==> src/rtl/harness_source.sv <==
// harness_source -- benchmarking-harness stimulus generator.
//
// On an accepted start, emits cfg_count pseudo-random beats on an AXI-Stream
// master port. Beat data comes from a 32-bit Fibonacci LFSR
// (x^32+x^22+x^2+x+1). Lane k of the beat is the LFSR state XOR k, and the
// lanes are truncated to WIDTH. A running XOR-parity and a beat counter
// cover every transferred beat, so the host can compare them against the sink.
//
// Ports:
//   ap_clk, ap_rst_n         clock, asynchronous active-low reset
//   start                    single-cycle run request (honoured in IDLE/DONE)
//   cfg_count, cfg_seed      beat count and LFSR seed, sampled with start
//   m_axis_tdata/tvalid/
//   m_axis_tready/tlast      AXI-Stream master
//   busy, done               FSM in RUN / FSM in DONE
//   parity, beats_sent       running XOR-parity and handshake count of the run
module harness_source #(
  parameter int WIDTH = 8,
  parameter int CNT_W = 32
) (
  input  logic             ap_clk,
  input  logic             ap_rst_n,
  input  logic             start,
  input  logic [CNT_W-1:0] cfg_count,
  input  logic [31:0]      cfg_seed,
  output logic [WIDTH-1:0] m_axis_tdata,
  output logic             m_axis_tvalid,
  input  logic             m_axis_tready,
  output logic             m_axis_tlast,
  output logic             busy,
  output logic             done,
  output logic             parity,
  output logic [CNT_W-1:0] beats_sent
);

  localparam int NL = (WIDTH + 31) / 32;

  typedef enum logic [1:0] {S_IDLE, S_RUN, S_DONE} state_t;

  state_t           state_q, state_d;
  logic [CNT_W-1:0] remaining_q, remaining_d;
  logic [CNT_W-1:0] beats_q, beats_d;
  logic [31:0]      lfsr_q, lfsr_d;
  logic             parity_q, parity_d;
  logic [WIDTH-1:0] tdata_q, tdata_d;
  logic             tvalid_q, tvalid_d;
  logic             tlast_q, tlast_d;

  logic             handshake;
  logic [31:0]      seed_eff;
  logic [31:0]      lfsr_next;

  // Beat data for a given LFSR state: lane k = state ^ k, truncated to WIDTH.
  function automatic logic [WIDTH-1:0] map_beat(input logic [31:0] s);
    logic [NL*32-1:0] w;
    for (int k = 0; k < NL; k++) begin
      w[32*k +: 32] = s ^ 32'(k);
    end
    return w[WIDTH-1:0];
  endfunction

  assign handshake = tvalid_q & m_axis_tready;

  always_comb begin
    // An all-zero state would lock the LFSR, so a zero seed becomes 1.
    seed_eff  = (cfg_seed == 32'd0) ? 32'd1 : cfg_seed;
    lfsr_next = {lfsr_q[30:0], lfsr_q[31] ^ lfsr_q[21] ^ lfsr_q[1] ^ lfsr_q[0]};
  end

  always_comb begin
    state_d     = state_q;
    remaining_d = remaining_q;
    beats_d     = beats_q;
    lfsr_d      = lfsr_q;
    parity_d    = parity_q;
    tdata_d     = tdata_q;
    tvalid_d    = tvalid_q;
    tlast_d     = tlast_q;

    unique case (state_q)
      S_IDLE, S_DONE: begin
        if (start) begin
          remaining_d = cfg_count;
          lfsr_d      = seed_eff;
          parity_d    = 1'b0;
          beats_d     = '0;
          if (cfg_count != '0) begin
            // The first beat is presented right after the accepting edge.
            state_d  = S_RUN;
            tvalid_d = 1'b1;
            tdata_d  = map_beat(seed_eff);
            tlast_d  = (cfg_count == CNT_W'(1));
          end else begin
            state_d  = S_DONE;
            tvalid_d = 1'b0;
            tlast_d  = 1'b0;
          end
        end
      end
      S_RUN: begin
        if (handshake) begin
          lfsr_d      = lfsr_next;
          parity_d    = parity_q ^ (^tdata_q);
          beats_d     = beats_q + CNT_W'(1);
          remaining_d = remaining_q - CNT_W'(1);
          if (tlast_q) begin
            state_d  = S_DONE;
            tvalid_d = 1'b0;
            tlast_d  = 1'b0;
          end else begin
            // Next beat becomes the last one when exactly one remains after this.
            tdata_d = map_beat(lfsr_next);
            tlast_d = (remaining_q == CNT_W'(2));
          end
        end
      end
      default: state_d = S_IDLE;
    endcase
  end

  always_ff @(posedge ap_clk or negedge ap_rst_n) begin
    if (!ap_rst_n) begin
      state_q     <= S_IDLE;
      remaining_q <= '0;
      beats_q     <= '0;
      lfsr_q      <= '0;
      parity_q    <= 1'b0;
      tdata_q     <= '0;
      tvalid_q    <= 1'b0;
      tlast_q     <= 1'b0;
    end else begin
      state_q     <= state_d;
      remaining_q <= remaining_d;
      beats_q     <= beats_d;
      lfsr_q      <= lfsr_d;
      parity_q    <= parity_d;
      tdata_q     <= tdata_d;
      tvalid_q    <= tvalid_d;
      tlast_q     <= tlast_d;
    end
  end

  assign m_axis_tdata  = tdata_q;
  assign m_axis_tvalid = tvalid_q;
  assign m_axis_tlast  = tlast_q;
  assign busy          = (state_q == S_RUN);
  assign done          = (state_q == S_DONE);
  assign parity        = parity_q;
  assign beats_sent    = beats_q;

endmodule

==> config.mk <==
export PLATFORM = sky130hd
export DESIGN_NAME = harness_source
export DESIGN_NICKNAME = d
export VERILOG_FILES = /design/src/rtl/harness_source.sv
export SDC_FILE = /design/constraint.sdc
export NUM_CORES = 1
export LEC_CHECK = 0
export CORE_MARGIN = 10
export CORE_UTILIZATION = 57
export DETAILED_ROUTE_END_ITERATION = 10
export HOLD_SLACK_MARGIN = 0.02
export PLACE_DENSITY = 0.86
export SYNTH_ARGS = -nofsm -noshare
export SYNTH_HDL_FRONTEND = slang
export SYNTH_SLANG_ARGS = --single-unit
==> constraint.sdc <==
create_clock -name ap_clk -period 3.8 [get_ports ap_clk]
set_clock_uncertainty 0.05 [all_clocks]
set_input_delay 0.57 -clock ap_clk [delete_from_list [all_inputs] [get_ports ap_clk]]
set_output_delay 0.57 -clock ap_clk [all_outputs]
set_load 0.05 [all_outputs]
== After elaboration in Yosys (flattened, before gate mapping) ==
Index checks and enable logic that the tools add are counted.
Widths: inputs -> output; s select.

* Memories: 0
* Word-level logic and storage cells: 67
* RAM bits: 0
* Memory bits (read-only): 0
* Flip-flop bits (word level): 109
* Input port bits: 68
* Latch bits: 0

* Order comparisons: 0
* Div/mod/pow operators: 0
* Mux-type cells: 33
* Equal/unequal tests: 9
* $add $sub $neg: 2
* Bitwise gates (word level): 5
* Reductions and logical operators: 10
* $mul: 0
* Shift operators: 0

{| class="wikitable"
|+ Operator list
! cell !! count
|-
| $mux 32 || 7
|-
| $pmux 32 s2 || 3
|-
| $add 32x1->32 const B || 1
|-
| $eq 32x1->1 const B || 1
|-
| $eq 32x2->1 const B || 1
|-
| $logic_not 32->1 || 1
|-
| $mux 8 || 4
|-
| $reduce_bool 32->1 || 1
|-
| $sub 32x1->32 const B || 1
|-
| $pmux 8 s2 || 1
|-
| $mux 1 || 10
|-
| $mux 2 || 4
|-
| $reduce_xor 8->1 || 1
|-
| $ne 2x2->1 const B || 3
|-
| $pmux 1 s2 || 3
|-
| $reduce_and 3->1 || 2
|-
| $reduce_and 5->1 || 1
|-
| $ne 2x1->1 const B || 2
|-
| $pmux 2 s2 || 1
|-
| $reduce_and 4->1 || 1
|-
| $xor 1x1->1 || 4
|-
| $eq 2x1->1 const B || 1
|-
| $eq 2x2->1 const B || 1
|-
| $logic_not 2->1 || 1
|-
| 3 further kinds || 3
|}

== Longest topological paths before layout ==
Gate-level depths: netlist of run 1.

* Depth in word-level cells: 6
* Gate-level depth with buffers: 7
* Gate-level depth less buffers: 7

== Least setup slack after synthesis of run 1 ==
No wires, ideal clock.

* Path kind: register to register
* Start: reg beats_q[6], in the netlist beats_sent[6]
* End: reg beats_q[24], in the netlist beats_sent[24]
* Data required time: 3.618 ns
* Slack: 1.489 ns
* Period minus slack after synthesis: 2.311 ns
* Arrival time: 2.129 ns
* Cell stages (with the launch flop): 7
* Library setup time: 0.132 ns
* Cell sequence: dfrtp_1 nand4_1 or3_1 clkbuf_1 nor4_1 xnor2_1 nor2_1

* Longest elaborated chain between the ends: 3

{| class="wikitable"
|+ Ends and longest elaborated chain
! item !! RTL line !! RTL
|-
| start: declaration || 42 || <nowiki>logic [CNT_W-1:0] beats_q, beats_d;</nowiki>
|-
| start signal: assignment || 134 || <nowiki>beats_q <= beats_d;</nowiki>
|-
| $add 32x1->32 || 104 || <nowiki>beats_d = beats_q + CNT_W'(1);</nowiki>
|-
| $mux 32 || 101 || <nowiki>if (handshake) begin</nowiki>
|-
| $pmux 32 s2 || 80 || <nowiki>unique case (state_q)</nowiki>
|}

No other way between the ends. The select of a mux whose other input is x is not followed.
A chain may end at the register's enable or synchronous reset.

== Worst setup path after layout of run 1 ==
* Start: reg remaining_q[4]
* End: reg remaining_q[21]

* Longest elaborated chain between the ends: 3

{| class="wikitable"
|+ Ends and longest elaborated chain
! item !! RTL line !! RTL
|-
| start: declaration || 41 || <nowiki>logic [CNT_W-1:0] remaining_q, remaining_d;</nowiki>
|-
| start signal: assignment || 133 || <nowiki>remaining_q <= remaining_d;</nowiki>
|-
| $sub 32x1->32 || 105 || <nowiki>remaining_d = remaining_q - CNT_W'(1);</nowiki>
|-
| $mux 32 || 101 ||
|-
| $pmux 32 s2 || 80 ||
|}

No other way between the ends. The select of a mux whose other input is x is not followed.

==> results of run 1 <==
## cells in the final DEF (no fill, tap or decap), types with 6 or more instances in the layout
cell               n
clkdlybuf4s50_1  111
dfrtp_1          109
nor4_1            28
inv_1              8
buf_4              8
nand2_1           97
xnor2_1           23
o2bb2ai_1          6
nand4_1           18
or3_1             15
nand3_1           19
xor2_1            12
mux2_2             7
nor2_1            88
nor3_1            22
a31oi_1           36
clkbuf_8           9
o21ai_0           37
a21oi_1           39
## critical path, cell delays in order (launching register included)
cell	delay, ns
dfrtp_1	0.46
nor3_1	0.63
nand3_1	0.63
or3_1	0.56
a21oi_1	0.16
a2bb2oi_1	0.19
## registers in the layout (all words and copies together), names as in the netlist
name	flops
parity	1
beats_sent	32
m_axis_tlast	1
remaining_q	32
state_q	2
m_axis_tvalid	1
m_axis_tdata	8
lfsr_q	32
## through the flow
| stage | setup slack [ns] | hold WS [ns] |
|---|---|---|
| 3_5_place_dp | 0.899 | 0.436 |
| 5_1_grt | 0.855 | 0.365 |
| 3_3_place_gp | 0.964 | 0.423 |
| 6_report | 1.02 | 0.275 |
| 4_1_cts | 1.18 | 0.324 |
| 2_1_floorplan | 1.49 | 0.224 |
## report_power, final
part / internal (uW) / total, uW / switching, uW
sequential: 1580 / 1990 / 404
combinational: 970 / 2530 / 1560
clock: 241 / 644 / 403
## cell families (layout without fill, tap and decap cells)
logic type	count (synthesis)	count (layout)	share of synthesized area, %
flip-flops	109	109	46.1
AND/OR/NAND/NOR	324	324	26.5
buffers and inverters	48	145	3.18
AO/OA/AOI/OAI	158	158	16.9
XOR/XNOR	35	35	5.19
multiplexers	8	8	1.50
adder cells (fa/ha/maj)	3	3	0.635
## layout make-up
type	count	area share, %
multi-input combinational	528	41.2
sequential	109	37.4
timing repair buffer	120	16.3
tap	136	2.33
clock buffer	11	1.80
clock inverter	5	0.497
inverter	9	0.463
## layer usage
| metal | up-vias | global-route usage [%] |
|---|---|---|
| met5 | - | 0 |
| met4 | 0 | 7.97 |
| met3 | 30 | 3.75 |
| met2 | 215 | 36.6 |
| met1 | 2763 | 28.2 |
| li1 | 2670 | - |
## worst paths after layout
path,start,to,cells after the start
min reg2reg,remaining_q[23],remaining_q[23],1
min in group ap_clk,remaining_q[23],remaining_q[23],1
max reg2reg,remaining_q[4],remaining_q[21],5
min,ap_rst_n,beats_sent[7],1
max,remaining_q[4],remaining_q[21],5
max in group asynchronous,ap_rst_n,lfsr_q[1],2
==> summary.md, run 1 <==
| Metric | Value |
|---|---|
| Flops & latches, synth | `109` |
| Fillers | `810` |
| Tot Pwr | `between 5000 and 6000 uW` |
| Leak | `between 0.002 and 0.003 uW` |
| Metal2 WL | `7920 um` |
| Max Fclk | `359 MHz` |
| Routed wl met3 | `approximately 1100 um` |
| Sequential-to-total area share from yosys stat | `between 40% and 50%` |
| DRC errors left | `0` |
| Slew HR | `35.6%` |
| CTS H-tree depth | `3` |
| Status | `finished, final reports clean` |
| DP Wirelength | `11900 um` |
| Placed cell count | `between 900 and 1000` |
| NumNets Final | `around 850` |
| # IOs | `roughly 110` |
| Kind of critical path | `reg2reg` |
| Placement Cell Area | `between 0.007 and 0.008 mm^2` |
| Fin. Hold Viols | `0` |
| Latest clock arrival within the worst-skew pair | `about 0.38 ns` |
| Reg area | `approximately 0.0027 mm^2` |
| Root buffer cell | `clkbuf_8` |
| Starting density of the core | `around 58%` |
| Post-Syn Instances | `685` |
| Sum Neg Setup Slack | `0 ns` |
| First-pass GRT wire length | `27200 um` |
| Synth Flop Type | `dfrtp_1` |
| Top cell type's share of synthesized area | `46.1%` |
| Core area | `between 0.01 and 0.015 mm^2` |
| Number of max-cap violations | `0` |
| DIE HEIGHT | `122 um` |
| Critical Path Fanout Max | `12` |
| Crit path capture type | `register` |
| Most frequent cell after synthesis | `dfrtp_1` |
| Multi-input logic area | `between 0.003 and 0.004 mm^2` |
| Routed wire per std cell | `roughly 18 um` |
| # resized after CTS | `0` |
| DR iter-0 viols | `between 600 and 700` |
| Setup crit start kind | `register` |
| Antenna Cells | `0` |
| Worst-margin pin slew | `~0.97 ns` |
| CTS Buffer Depth | `2` |
| Post-CTS setup buffer count | `0` |
| Mapped Avg Cell Area | `about 8.6 um^2` |
| Crit path time final | `2.78 ns` |
| Post-route design area | `~0.0073 mm^2` |
| Async SR Flop Fraction | `between 90% and 100%` |
| Endpoints failing setup | `0` |
| Die Width | `between 100 and 150 um` |
| Hold WC Path Type | `in2async` |
| Global Route Usage Sum | `a little over a fifth` |
| Maximum VDD drop | `0.382 mV` |
| Largest net degree at the start of global routing | `83` |
| Num CTS Buffers | `9` |
| Grt total ovfl | `0` |
| Synth-to-layout area growth | `23.4%` |
| Pre-Repair DR Iteration Count | `5` |
| PD cells | `707 mW/mm^2` |
| Via-to-Cell Ratio | `6.19` |
| Final-report max-slew violation count | `0` |
| Top Metal Used | `met4` |
| Number of port buffers | `approximately 110` |
| Fin crit share | `73.3%` |
| Final WL | `16300 um` |
| # hold bufs at CTS | `0` |
| RSZ-0062 raised after global routing | `no` |
| Antenna violations before repair | `0` |
| Post-synth top cells | `109 x dfrtp_1, 98 x nand2_1, 89 x nor2_1, 39 x a21oi_1, 37 x o21ai_0` |
| Yosys cell types | `56` |
| Fraction of layout cells with a size suffix above 1 | `6.14%` |
| Register-to-register setup slack | `around 1.0 ns` |
| Clk sinks | `roughly 110` |
| # rows | `37` |
| Post-synth EDFFs | `0` |
| Total number of vias | `around 5700` |
| Routability Congestion | `around 0.90` |
| Syn Nets | `756` |
| Antenna Nets Post-Route | `0` |
| Yosys top cell by area | `dfrtp_1` |
| CTS clk-pin slew, worst paths | `~0.11 ns` |
| Post-Route Utilization | `71.3%` |
| Yosys warning count | `0` |
| Top cells by area, synth | `dfrtp_1 46%, nand2_1 6.2%, nor2_1 5.7%` |
| Data arrival, critical path | `3.02 ns` |
| Required @ worst endpoint | `4.03 ns` |
| CTS tree | `built` |
| Post-synthesis cell area | `0.00591 mm^2` |
| Vias in the first global route | `~5600` |
| Post-Layout Cell Count | `a little over 900` |
| Die ar. | `roughly 0.015 mm^2` |
| M1 wire length | `between 6000 and 7000 um` |
Note: power is estimated with default switching activity, not from simulation.
==> inputs of run 2 (changes only) <==
Settings changed: CORE_UTILIZATION 57 to 48, PLACE_DENSITY 0.86 to 0.78.
Clock period 3.8 ns to 2.41 ns, I/O delays scaled along.
==> summary.md, run 2 (synthesis results as in run 1) <==
| Metric | Value |
|---|---|
| Status | `finished, final reports clean` |
| Die Width | `131 um (+7.5%)` |
| Total number of vias | `5698 (+0.35%)` |
| Crit path time final | `2.34 ns (-0.441 ns)` |
| CTS Buffer Depth | `2 (unchanged)` |
| Hold WC Path Type | `reg2reg` |
| Fraction of layout cells with a size suffix above 1 | `9.41% (+3.3 points)` |
| Met2 Use GR | `30.9% (-5.7 points)` |
| Die ar. | `0.0172 mm^2 (+16%)` |
| Routed wire per std cell | `16.9 um (-4.5%)` |
| DP Wirelength | `11800 um (-1.1%)` |
| Clk sinks | `109 (unchanged)` |
| Placed cell count | `938 (+4.0%)` |
| Crit-path cells | `inv_1 -> ha_1 -> or3b_2 -> nor3_2 -> nand2_1 -> o32ai_1 -> a21oi_1` |
| Critical Path Fanout Max | `6 (-6)` |
| Global Route Usage Sum | `19.0% (-3.0 points)` |
| First-pass GRT wire length | `26800 um (-1.5%)` |
| Hold path startpoint | `remaining_q[23]` |
| Kind of critical path | `reg2reg` |
| Antenna Nets Post-Route | `0 (unchanged)` |
| Global Route met3 Usage | `4.51% (+0.77 points)` |
| Synth-to-layout area growth | `30.2%` |
| Num CTS Buffers | `9 (unchanged)` |
| Largest net degree at the start of global routing | `84 (+1.2%)` |
| Endpoints failing setup | `0 (unchanged)` |
| Crit path capture type | `register` |
| Slew HR | `52.9% (+17 points)` |
| Grt total ovfl | `0 (unchanged)` |
| Buf/Inv on CP | `1 (+1)` |
| Max Fclk | `427 MHz (+19%)` |
| Maximum VDD drop | `0.848 mV (+120%)` |
| DIE HEIGHT | `131 um (+7.5%)` |
| Leak | `0.00302 uW (+7.7%)` |
| Required @ worst endpoint | `2.59 ns (-1.44 ns)` |
| Post-Layout Cell Count | `955 (+4.0%)` |
| Antenna violations before repair | `0 (unchanged)` |
| GR Util met1 | `24.6% (-3.6 points)` |
| Latest clock arrival within the worst-skew pair | `0.35 ns (-0.03 ns)` |
| Most frequent cells in the layout | `110 x clkdlybuf4s50_1, 109 x dfrtp_1, 97 x nand2_1` |
| Fin crit share | `97.2% (+24 points)` |
| Setup crit start kind | `register` |
| CTS H-tree depth | `3 (unchanged)` |
| NumNets Final | `874 (+3.1%)` |
| CTS tree | `built` |
| Antenna Cells | `0 (unchanged)` |
| Slowest CP cell | `or3b_2` |
| Worst-margin pin slew | `0.707 ns (-0.258 ns)` |
| Number of max-cap violations | `0 (unchanged)` |
| GRT Max-Usage Layer | `met2` |
| Placement Cell Area | `0.00738 mm^2 (+3.5%)` |
| Worst setup path startpoint | `remaining_q[0]` |
| DRC errors left | `0 (unchanged)` |
| Core area | `0.0120 mm^2 (+17%)` |
| Root buffer cell | `clkbuf_16` |
| Worst path top cell family by delay | `simple AND/OR/NAND/NOR gates` |
| Reg2reg start | `remaining_q[0]` |
| Final-report max-slew violation count | `0 (unchanged)` |
| CP max stage delay | `0.49 ns (-0.14 ns)` |
| Fin. Hold Viols | `0 (unchanged)` |
| Post-route design area | `0.00769 mm^2 (+5.5%)` |
| Pre-Repair DR Iteration Count | `5 (unchanged)` |
| Routability Congestion | `0.858 (-4.2%)` |
| Vias in the first global route | `5523 (-1.8%)` |
| CTS clk-pin slew, worst paths | `0.07 ns (-0.04 ns)` |
| Data arrival, critical path | `2.52 ns (-0.50 ns)` |
| # rows | `40 (+8.1%)` |
| Sum Neg Setup Slack | `0 ns (unchanged)` |
| RSZ-0062 raised after global routing | `no` |
| Number of port buffers | `112 (unchanged)` |
| PD cells | `1140 mW/mm^2 (+62%)` |
| DR iter-0 viols | `550 (-12%)` |
| Final WL | `16200 um (-0.62%)` |
| Starting density of the core | `49.2% (-8.6 points)` |
| Via-to-Cell Ratio | `5.97 (-3.5%)` |
| Fillers | `988 (+22%)` |
| # IOs | `113 (unchanged)` |
| Commonest non-fill, non-tap cell in the layout | `clkdlybuf4s50_1` |
| Post-Route Utilization | `64.1% (-7.3 points)` |
run 2: worst register-to-register path: cells and delay by family, from the launching register on:
kind                       cells  cell delay [ns]
and+or+nand+nor                3             0.99
DFF                            1             0.45
AOI/OAI and AO/OA              2             0.41
adders and majority gates      1             0.21
buffers and inverters          1             0.11
run 2: metal layers:
metal,routed length (um),vias to the layer above
met2,7810,211
li1,-,2724
met3,1220,25
met5,0,-
met1,6850,2738
met4,278,0
run 2: stage by stage:
stage                     hold slack (ns)  total power, uW  setup slack, ns
after global placement              0.388             7120           -0.121
after floorplan                    0.0159             5950           0.0989
after detailed placement            0.384             7290           -0.214
final                               0.446             8790           0.0676
after CTS                           0.441             8820           0.0946
after global routing                0.456             9460           0.0104
run 2: layout make-up:
type	instances	area, um^2	area share (%)
Clock buffer	11	243	3.15
Clock inverter	5	58.8	0.764
Inverter	9	33.8	0.439
Multi-Input combinational cell	528	3010	39.1
Sequential cell	109	2730	35.5
Tap cell	147	184	2.39
Timing Repair Buffer	146	1440	18.7
run 2: repair_timing:
action                     CTS  global route
setup buffers                0             0
setup endpoints to repair    0             4
resized for setup            0             1
hold buffers                 1             0
hold endpoints to repair    48             0
run 2: where the power goes:
part           internal [uW]  switching, uW
Sequential              2500            621
Combinational           1680           2480
Clock                    837            673
Total                   5020           3780
run 2: worst paths after layout:
path | endpoint | slack (ns) | depth (start not counted)
min reg2reg | remaining_q[23] | 0.45 | 1
min | remaining_q[23] | 0.45 | 1
max | remaining_q[22] | 0.07 | 7
max in group asynchronous | lfsr_q[14] | 1.07 | 3
min in group asynchronous | beats_sent[8] | 0.53 | 2
max reg2reg | remaining_q[22] | 0.07 | 7
==> inputs of run 3 (changes only) <==
Settings changed: CORE_ASPECT_RATIO set to 1.1.
==> summary.md, run 3 (synthesis results as in run 1) <==
| Metric | Value |
|---|---|
| Status | `finished, final reports clean` |
| Die Width | `126 um (-3.9%)` |
| Max Fclk | `434 MHz (+1.7%)` |
| Antenna violations before repair | `0 (unchanged)` |
| NumNets Final | `876 (+0.23%)` |
| Clk sinks | `109 (unchanged)` |
| Commonest non-fill, non-tap cell in the layout | `clkdlybuf4s50_1` |
| Reg2reg start | `remaining_q[1]` |
| Endpoints failing setup | `0 (unchanged)` |
| Fraction of layout cells with a size suffix above 1 | `10.0% (+0.59 points)` |
| Slew HR | `46.7% (-6.2 points)` |
| Routability Congestion | `0.894 (+4.2%)` |
| Number of max-cap violations | `0 (unchanged)` |
| Via-to-Cell Ratio | `5.92 (-0.85%)` |
| Final hold slack | `0.411 ns (-0.0351 ns)` |
| Kind of critical path | `reg2out` |
| DIE HEIGHT | `136 um (+4.1%)` |
| Data arrival, critical path | `1.89 ns (-0.63 ns)` |
| Total number of vias | `5703 (+0.088%)` |
| DR iter-0 viols | `560 (+1.8%)` |
| Critical Path Fanout Max | `8 (+2)` |
| Core area | `0.0120 mm^2 (+0.19%)` |
| PD cells | `1160 mW/mm^2 (+1.9%)` |
| # IOs | `113 (unchanged)` |
| Antenna Cells | `0 (unchanged)` |
| Post-Layout Cell Count | `964 (+0.94%)` |
| Vias in the first global route | `5619 (+1.7%)` |
| Hold WC Path Type | `in2async` |
| GR Util met1 | `22.7% (-1.9 points)` |
| Setup crit start kind | `register` |
| Worst-margin pin slew | `0.800 ns (+0.0932 ns)` |
| Reg2Reg Depth | `7 (unchanged)` |
| # rows | `42 (+5.0%)` |
| Root buffer cell | `clkbuf_16` |
| Largest net degree at the start of global routing | `84 (unchanged)` |
| Post-CTS setup buffer count | `0 (unchanged)` |
| Placed cell count | `947 (+0.96%)` |
| Final WL | `16500 um (+2.1%)` |
| Routed wire per std cell | `17.1 um (+1.2%)` |
| DP Wirelength | `12000 um (+2.3%)` |
| Crit path capture type | `output pin` |
| Pre-Repair DR Iteration Count | `5 (unchanged)` |
| Global Route Usage Sum | `18.8% (-0.21 points)` |
| Met2 Use GR | `32.0% (+1.1 points)` |
| Most frequent cells in the layout | `110 x clkdlybuf4s50_1, 109 x dfrtp_1, 97 x nand2_1` |
| Latest clock arrival within the worst-skew pair | `0.35 ns (about the same)` |
| Fin crit share | `95.6% (-1.6 points)` |
| Crit path capture | `done` |
| Synth-to-layout area growth | `31.4%` |
| Tot Pwr | `9040 uW (+2.8%)` |
| CTS clk-pin slew, worst paths | `0.08 ns (about the same)` |
| CTS tree | `built` |
| Crit path time final | `2.30 ns (-0.0392 ns)` |
| CTS H-tree depth | `3 (unchanged)` |
| First-pass GRT wire length | `27300 um (+2.0%)` |
| Die ar. | `0.0172 mm^2 (about the same)` |
| RSZ-0062 raised after global routing | `no` |
| Num CTS Buffers | `9 (unchanged)` |
| DRC errors left | `0 (unchanged)` |
| Fin. Hold Viols | `0 (unchanged)` |
| Starting density of the core | `49.1% (-0.092 points)` |
| Worst setup path startpoint | `state_q[0]` |
| Global Route met3 Usage | `4.67% (+0.16 points)` |
| GRT Max-Usage Layer | `met2` |
| Final-report max-slew violation count | `0 (unchanged)` |
| Grt total ovfl | `0 (unchanged)` |
| Number of port buffers | `112 (unchanged)` |
| Antenna Nets Post-Route | `0 (unchanged)` |
| Required @ worst endpoint | `2.00 ns (-0.59 ns)` |
| Leak | `0.00306 uW (+1.2%)` |
| Maximum VDD drop | `0.662 mV (-22%)` |
| Register-to-register setup slack | `0.17 ns (+0.10 ns)` |
| CTS Buffer Depth | `2 (unchanged)` |
| R2r endpoint | `remaining_q[22]` |
-- run 3: worst max-delay path: stages (launching register included) --
cell and delay (ns):
dfrtp_1 0.47, nor2b_1 0.22, clkdlybuf4s50_1 0.85
-- run 3: repair_timing --
item	CTS	global route
gates resized for setup	0	3
hold endpoints to repair	22	0
hold buffers	1	0
setup endpoints to repair	0	6
-- run 3: metal layers --
metal  part of all wire (%)  vias up  wire [um]
met3                    6.6       40       1090
met1                     42     2727       6980
met4                    2.0        0        337
met2                     49      207       8090
li1                       -     2729          -
met5                      0        -          0
-- run 3: final cells by class --
class                   count  area, um^2
fillers                  1001        4270
multi-input cells         528        3020
flip-flops and latches    109        2730
repair buffers            148        1440
clock buffers               9         225
well taps                 154         193
clock inverters             7         128
inverters                   9        33.8
-- run 3: worst min path at each step --
| stage | from | to | slack [ns] | cells after the start |
|---|---|---|---|---|
| 3_3_place_gp | ap_rst_n | beats_sent[25] | 0.24 | 1 |
| 6_report | ap_rst_n | beats_sent[21] | 0.41 | 2 |
| 3_5_place_dp | ap_rst_n | beats_sent[25] | 0.23 | 1 |
| 4_1_cts | ap_rst_n | beats_sent[21] | 0.41 | 2 |
| 2_1_floorplan | ap_rst_n | beats_sent[0] | 0.02 | 0 |
| 5_1_grt | ap_rst_n | beats_sent[21] | 0.43 | 2 |
-- run 3: through the flow --
step	setup TNS, ns	area (um^2)	worst slack (ns)	util, %
after global routing	0	7770	0.0153	64.5
after global placement	-0.528	7390	-0.0759	61.4
after CTS	0	7750	0.104	64.4
after detailed placement	-1.22	7390	-0.184	61.4
final	0	7770	0.107	64.5
after floorplan	0	5910	0.0989	-
-- run 3: where the power goes --
part	leakage [uW]	total, uW	switching [uW]	internal (uW)
sequential	0.00133	3110	619	2500
clock	0.000173	1730	700	1030
combinational	0.00156	4200	2510	1690
total	0.00306	9040	3830	5220
